**src/rtl/bright_pkg.sv**
```systemverilog
`default_nettype none
// ============================================================================
// Module      : bright_pkg
// Description : Shared types and constants for the brightness step controller.
// Revision    : 1.0 - initial release
// ============================================================================
package bright_pkg;

  localparam logic [3:0] LEVEL_MIN = 4'h0;
  localparam logic [3:0] LEVEL_MAX = 4'hF;
  localparam logic [3:0] LEVEL_RST = 4'h8;

  typedef enum logic {
    DIR_DN = 1'b0,
    DIR_UP = 1'b1
  } dir_t;

  typedef enum logic [1:0] {
    IDLE  = 2'd0,
    ARMED = 2'd1,
    FIRE  = 2'd2
  } state_t;

endpackage
`default_nettype wire

```
**src/rtl/key_debounce.sv**
```systemverilog
`default_nettype none
// ============================================================================
// Module      : key_debounce
// Description : 2-FF synchroniser plus stability counter for one active-low
//               key. held_o is the debounced pressed state; press_o pulses
//               for one cycle on each debounced released->pressed change.
// Revision    : 1.0 - initial release
// ============================================================================
module key_debounce #(
  parameter int unsigned DEBOUNCE_CYC = 50000
) (
  input  logic clk,
  input  logic rst,
  input  logic key_n_i,
  output logic held_o,
  output logic press_o
);

  localparam logic [15:0] C_LAST = 16'(DEBOUNCE_CYC - 1);

  logic        sync1_q;
  logic        sync2_q;
  logic        prev_q;
  logic        db_q;     // 1 = pressed
  logic        press_q;
  logic [15:0] cnt_q;

  // Synchronise the raw key, restart the count on any change, commit after a stable run.
  always_ff @(posedge clk) begin
    if (rst) begin
      sync1_q <= 1'b1;
      sync2_q <= 1'b1;
      prev_q  <= 1'b1;
      db_q    <= 1'b0;
      press_q <= 1'b0;
      cnt_q   <= '0;
    end else begin
      sync1_q <= key_n_i;
      sync2_q <= sync1_q;
      prev_q  <= sync2_q;
      press_q <= 1'b0;
      if (sync2_q != prev_q) begin
        cnt_q <= '0;
      end else if (~sync2_q != db_q) begin
        if (cnt_q == C_LAST) begin
          db_q    <= ~sync2_q;
          press_q <= ~sync2_q;
          cnt_q   <= '0;
        end else begin
          cnt_q <= cnt_q + 16'd1;
        end
      end else begin
        cnt_q <= '0;
      end
    end
  end

  assign held_o  = db_q;
  assign press_o = press_q;

endmodule
`default_nettype wire

```
**src/rtl/bright_step_ctrl.sv**
```systemverilog
`default_nettype none
// ============================================================================
// Module      : bright_step_ctrl
// Description : Debounces the up/down keys, arbitrates them against the AE
//               requester and emits at most one inc/dec pulse per frame, one
//               cycle after the vsync rising edge.
//               Optional macro BRIGHT_AUTO_REPEAT_EN adds key auto-repeat
//               counted in frames.
// Revision    : 1.0 - initial release
// ============================================================================
module bright_step_ctrl
  import bright_pkg::*;
#(
  parameter int unsigned DEBOUNCE_CYC = 50000
`ifdef BRIGHT_AUTO_REPEAT_EN
  ,
  parameter int unsigned REPEAT_DLY = 30,
  parameter int unsigned REPEAT_PER = 8
`endif
) (
  input  logic       clk,
  input  logic       rst,
  input  logic       key_up_n,
  input  logic       key_dn_n,
  input  logic       vsync,
  input  logic       ae_valid,
  input  logic       ae_dir,
  output logic       ae_ready,
  input  logic [3:0] level_in,
  output logic       inc,
  output logic       dec,
  output logic       pending
);

  state_t state_q, state_d;
  dir_t   dir_q, dir_d;
  logic   vsync_q;

  logic w_up_held, w_up_press;
  logic w_dn_held, w_dn_press;
  logic w_vs_rise;
  logic w_rpt_up, w_rpt_dn;
  logic w_up_ev, w_dn_ev;

  key_debounce #(.DEBOUNCE_CYC(DEBOUNCE_CYC)) u_deb_up (
    .clk     (clk),
    .rst     (rst),
    .key_n_i (key_up_n),
    .held_o  (w_up_held),
    .press_o (w_up_press)
  );

  key_debounce #(.DEBOUNCE_CYC(DEBOUNCE_CYC)) u_deb_dn (
    .clk     (clk),
    .rst     (rst),
    .key_n_i (key_dn_n),
    .held_o  (w_dn_held),
    .press_o (w_dn_press)
  );

  assign w_vs_rise = vsync & ~vsync_q;

`ifdef BRIGHT_AUTO_REPEAT_EN
  // Index 0 = up key, 1 = down key; a key only repeats while held on its own.
  logic [1:0] w_alone;
  logic [1:0] w_rpt;

  assign w_alone = {w_dn_held & ~w_up_held, w_up_held & ~w_dn_held};

  for (genvar gi = 0; gi < 2; gi++) begin : g_rpt
    logic [7:0] frm_q;   // saturating count of frames held
    logic [7:0] per_q;   // frames since the last repeat
    logic [7:0] w_frm_nx;

    assign w_frm_nx = (frm_q == 8'hFF) ? frm_q : frm_q + 8'd1;
    assign w_rpt[gi] = w_alone[gi] & w_vs_rise &
                       ((w_frm_nx == 8'(REPEAT_DLY)) |
                        ((frm_q >= 8'(REPEAT_DLY)) & (per_q == 8'(REPEAT_PER - 1))));

    // Count frames while the key is held alone; release or both held clears.
    always_ff @(posedge clk) begin
      if (rst || !w_alone[gi]) begin
        frm_q <= '0;
        per_q <= '0;
      end else if (w_vs_rise) begin
        frm_q <= w_frm_nx;
        per_q <= w_rpt[gi] ? 8'd0 : per_q + 8'd1;
      end
    end
  end

  assign w_rpt_up = w_rpt[0];
  assign w_rpt_dn = w_rpt[1];
`else
  assign w_rpt_up = 1'b0;
  assign w_rpt_dn = 1'b0;
`endif

  // A press while the other key is held means both are down: ignore it.
  assign w_up_ev = (w_up_press | w_rpt_up) & ~w_dn_held;
  assign w_dn_ev = (w_dn_press | w_rpt_dn) & ~w_up_held;

  // State, latched direction and vsync history.
  always_ff @(posedge clk) begin
    if (rst) begin
      state_q <= IDLE;
      dir_q   <= DIR_DN;
      vsync_q <= 1'b0;
    end else begin
      state_q <= state_d;
      dir_q   <= dir_d;
      vsync_q <= vsync;
    end
  end

  // Next state, key/AE arbitration and limit-checked step pulses.
  always_comb begin
    state_d  = state_q;
    dir_d    = dir_q;
    ae_ready = 1'b0;
    inc      = 1'b0;
    dec      = 1'b0;
    pending  = 1'b0;
    case (state_q)
      IDLE: begin
        if (w_up_ev || w_dn_ev) begin
          dir_d   = w_up_ev ? DIR_UP : DIR_DN;
          state_d = ARMED;
        end else if (ae_valid) begin
          ae_ready = 1'b1;
          dir_d    = ae_dir ? DIR_UP : DIR_DN;
          state_d  = ARMED;
        end
      end
      ARMED: begin
        pending = 1'b1;
        if (w_vs_rise) begin
          state_d = FIRE;
        end
      end
      FIRE: begin
        inc     = (dir_q == DIR_UP) && (level_in < LEVEL_MAX);
        dec     = (dir_q == DIR_DN) && (level_in > LEVEL_MIN);
        state_d = IDLE;
      end
      default: state_d = IDLE;
    endcase
    // Outputs are held quiet for the whole reset cycle.
    if (rst) begin
      ae_ready = 1'b0;
      inc      = 1'b0;
      dec      = 1'b0;
      pending  = 1'b0;
    end
  end

endmodule
`default_nettype wire

```
**config.mk**
```make
export PLATFORM = sky130hd
export DESIGN_NAME = bright_step_ctrl
export DESIGN_NICKNAME = d
export VERILOG_FILES = /design/src/rtl/bright_pkg.sv /design/src/rtl/key_debounce.sv /design/src/rtl/bright_step_ctrl.sv
export SDC_FILE = /design/constraint.sdc
export NUM_CORES = 1
export LEC_CHECK = 0
export ABC_AREA = 0
export BUFFER_PORTS_ARGS = -buffer_cell sky130_fd_sc_hd__buf_2
export CORE_ASPECT_RATIO = 2
export CORE_MARGIN = 2
export CORE_UTILIZATION = 58
export DETAILED_ROUTE_END_ITERATION = 7
export GPL_ROUTABILITY_DRIVEN = 0
export PLACE_DENSITY = 0.77
export SYNTH_ARGS = -nofsm -noshare
export SYNTH_HDL_FRONTEND = slang
export SYNTH_HIERARCHICAL = 1
export SYNTH_SLANG_ARGS = --single-unit
```
**constraint.sdc**
```tcl
create_clock -name clk -period 2.2 [get_ports clk]
set_input_delay 0.55 -clock clk [delete_from_list [all_inputs] [get_ports clk]]
set_output_delay 0.55 -clock clk [all_outputs]
set_load 0.005 [all_outputs]
```
==> impl_metrics.tcl <==
set metrics [dict create \
    status "completed" \
    hold_path_end "u_deb_dn/sync2_q$_SDFF_PP1_" \
    start_util_pct 60.04 \
    via_count 1563 \
    yosysSeqAreaShare_pct 45.40 \
    num_antenna_cells 0 \
    htree_levels 2 \
    power_frac_comb_pct 2.6 \
    r2r-start "u_deb_dn/cnt_q[11]$_SDFF_PP0_" \
    drc_errors 0 \
    grt_usage_pct 21.15 \
    synth_warnings 6 \
    layout_common_cells "dfxtp_1 (46), nor2_1 (44), xnor2_1 (26), buf_2 (14), nand3_1 (12)" \
    wire_per_inst_um 13.42 \
    rrSetupSlack_ps 390 \
    wl_mm 3.663 \
    grt_max_degree 18 \
    worstPathRequired_ps 1650 \
    dieHeight_um 87.63 \
    path_max_fanout 6 \
    rsz0062_at_grt "false" \
    ys.flop_type "dfxtp_1" \
    synth.top_cells.by_area "dfxtp_1 (45%), xnor2_1 (11%), nor2_1 (8.1%)" \
    r2r_cells 5 \
    dr.pass1.iters 4 \
    holdCritStartpoint "u_deb_dn/sync1_q$_SDFF_PP1_" \
    p_switching_mw 0.2921 \
    overflow 0 \
    worstSetupEndpointType "primary output" \
    p_seq_share_pct 60.4 \
    cts_tree "yes" \
    grt_pass1_vias 1510 \
    die_area_mm2 0.004015 \
    cts_root_buffer "clkbuf_8" \
    fin_crit_sh_pct 86.17 \
    period_minus_slack_ps 1896 \
    grt_first_pass_wirelength_mm 6.237 \
    finalClockSkew_ps 5.723 \
    post-cts-setup-buffer-count 0 \
    synth-seq-cells 46 \
    setup_viol 0 \
    syn-mean-instance-area_um2 9.261 \
    leakagePower_nw 0.6877 \
    ios 15 \
    tightest_slew_ps 356.7 \
    area_delta_synth_final_pct 9.439 \
    dpl_cell_area_mm2 0.002128 \
    synth_edf_count 0 \
    yosysUniqueCellTypes 36 \
    crit_chain "nand2b_1 -> o21ai_1 -> nor4bb_1 -> buf_2" \
    whs_path_depth 1 \
    max_freq_ghz 0.5275 \
    startpoint_type "register" \
    synth-async-reset-ratio_pct 0 \
    hold_violations 0 \
    crit_slowest_cell "dfxtp_1" \
    arrival_ps 1350 \
    clkPwrFrac_pct 37.0 \
    nets 253 \
    synth_cells 219 \
    yosysTopAreaCell "dfxtp_1" \
    cpPeakStageDelay_ps 400 \
    hold_buffers 0 \
    syn_nets 232 \
    synth_top_area_share_pct 45.40 \
    ff_latch_area_um2 920.9 \
    syn_area_mm2 0.002028 \
    clkTransAtPathRegs_ps 80 \
    layout_commonest_cell "dfxtp_1" \
    powerDensity_mw_per_mm2 633.7 \
    setup_tns_ps 0 \
    p_int_mw 1.114 \
    hold_class "reg -> reg" \
    multiInputGateArea_mm2 0.001021 \
    drv_slew 0 \
    cts_resized 0 \
    portBuffers 14 \
    drive_above_1_share_pct 15.77 \
    antenna_found_initial 0 \
    cts_buffer_depth 2 \
    ir_worst_vdd_v 0.0005260 \
    stdcell_count 273 \
    core_mm2 0.003378 \
    critPathKind "reg -> out" \
    place_inst 265 \
    nFillCells 282 \
    final_antenna_net_count 0 \
    swShare_pct 20.77 \
    dp.final_hpwl_mm 2.805 \
    cts_sinks 46 \
    crit_start "u_deb_up/held_o$_SDFFE_PP0P_" \
    cts_buffers 5 \
    via_per_inst 5.725 \
    postLayoutCellArea_mm2 0.002220 \
    die_w_um 45.82 \
    initialDrtViolationCount 20 \
    r2r-end "u_deb_dn/cnt_q[15]$_SDFF_PP0_" \
    slew-limit-headroom_pct 76.00 \
    cap_violations 0 \
    final_util_pct 65.70 \
    rows 30 \
    clkLatencyLatePin_ps 300 \
]
## critical path, delay by kind of cell, from the launching register on
family                 cells  cell delay, ps
buffers and inverters      1             160
AOI/OAI and AO/OA          1              90
DFF                        1             400
and+or+nand+nor            2             400
## state kept, by name, indices dropped and copies added, names as in the netlist
name,flops
u_deb_dn/cnt_q,16
u_deb_up/prev_q,1
state_q,2
vsync_q,1
dir_q,1
u_deb_up/held_o,1
u_deb_up/press_o,1
u_deb_dn/held_o,1
u_deb_up/sync1_q,1
u_deb_dn/press_o,1
u_deb_up/sync2_q,1
u_deb_up/cnt_q,16
u_deb_dn/sync1_q,1
u_deb_dn/sync2_q,1
u_deb_dn/prev_q,1
## cell usage after synthesis, types with 2 or more instances
| library cell | instances |
|---|---|
| dfxtp_1 | 46 |
| nor2_1 | 44 |
| xnor2_1 | 26 |
| nand3_1 | 12 |
| nor4_1 | 10 |
| inv_1 | 9 |
| nor3_1 | 8 |
| nand2_1 | 7 |
| nand4_1 | 7 |
| or2_2 | 6 |
| nand2b_1 | 3 |
| a21bo_2 | 2 |
| a21o_1 | 2 |
| a21oi_1 | 2 |
| buf_6 | 2 |
| buf_8 | 2 |
| ha_1 | 2 |
| mux2i_1 | 2 |
| nand4b_1 | 2 |
| nor2b_1 | 2 |
| nor4_4 | 2 |
| nor4b_1 | 2 |
| or2_1 | 2 |
| or3_1 | 2 |
| or4b_1 | 2 |
| or4b_4 | 2 |
| xor2_1 | 2 |
## stage by stage
stage / worst slack (ps) / power [mW] / hold slack [ps]
floorplan: 519.8 / 0.8853 / 389.5
global placement: 363.6 / 0.9050 / 394.1
detailed placement: 348.6 / 0.9058 / 396.9
CTS: 270.3 / 1.426 / 415.5
global route: 198.3 / 1.465 / 435.6
finish: 304.2 / 1.407 / 411.5
## logic make-up (layout without fill, tap and decap cells)
logic type      count (synthesis)  count (layout)  share of synthesized area [%]
compound gates                 12              12                          4.380
xor+xnor                       28              28                          12.09
fa+ha+maj                       2               2                          1.234
buf+inv                        13              35                          4.256
flops                          46              46                          45.40
mux                             2               2                         0.9871
simple gates                  116             116                          31.65
## area by class of cell
cell class,count,share of cell area [%]
clock buffer,7,3.890
clock inverter,1,0.2255
inverter,9,1.522
multi-input combinational,160,46.00
sequential,46,41.49
tap,32,1.804
timing repair buffer,18,5.073
## how the worst max path moves through the flow
stage                                              end  slack (ps)
after floorplan           u_deb_dn/cnt_q[4]$_SDFF_PP0_         520
after global placement                             dec         360
after detailed placement                           dec         350
after CTS                                     ae_ready         270
after global routing                          ae_ready         200
final                                         ae_ready         300
## power by group through the flow
stage          sequential [mW]  clock, mW  combinational, mW
2_1_floorplan            0.867          0             0.0185
5_1_grt                  0.852      0.572             0.0404
3_5_place_dp             0.869          0             0.0365
3_3_place_gp             0.869          0             0.0359
6_report                 0.850      0.521             0.0362
4_1_cts                  0.850      0.539             0.0369
## metal layers
layer  wire length, um  GRT usage, %
met1              1294         18.55
met4                82         9.610
met5                 0             0
met3                58         4.536
met2              2227         41.61
(Power assumes the default switching activity.)
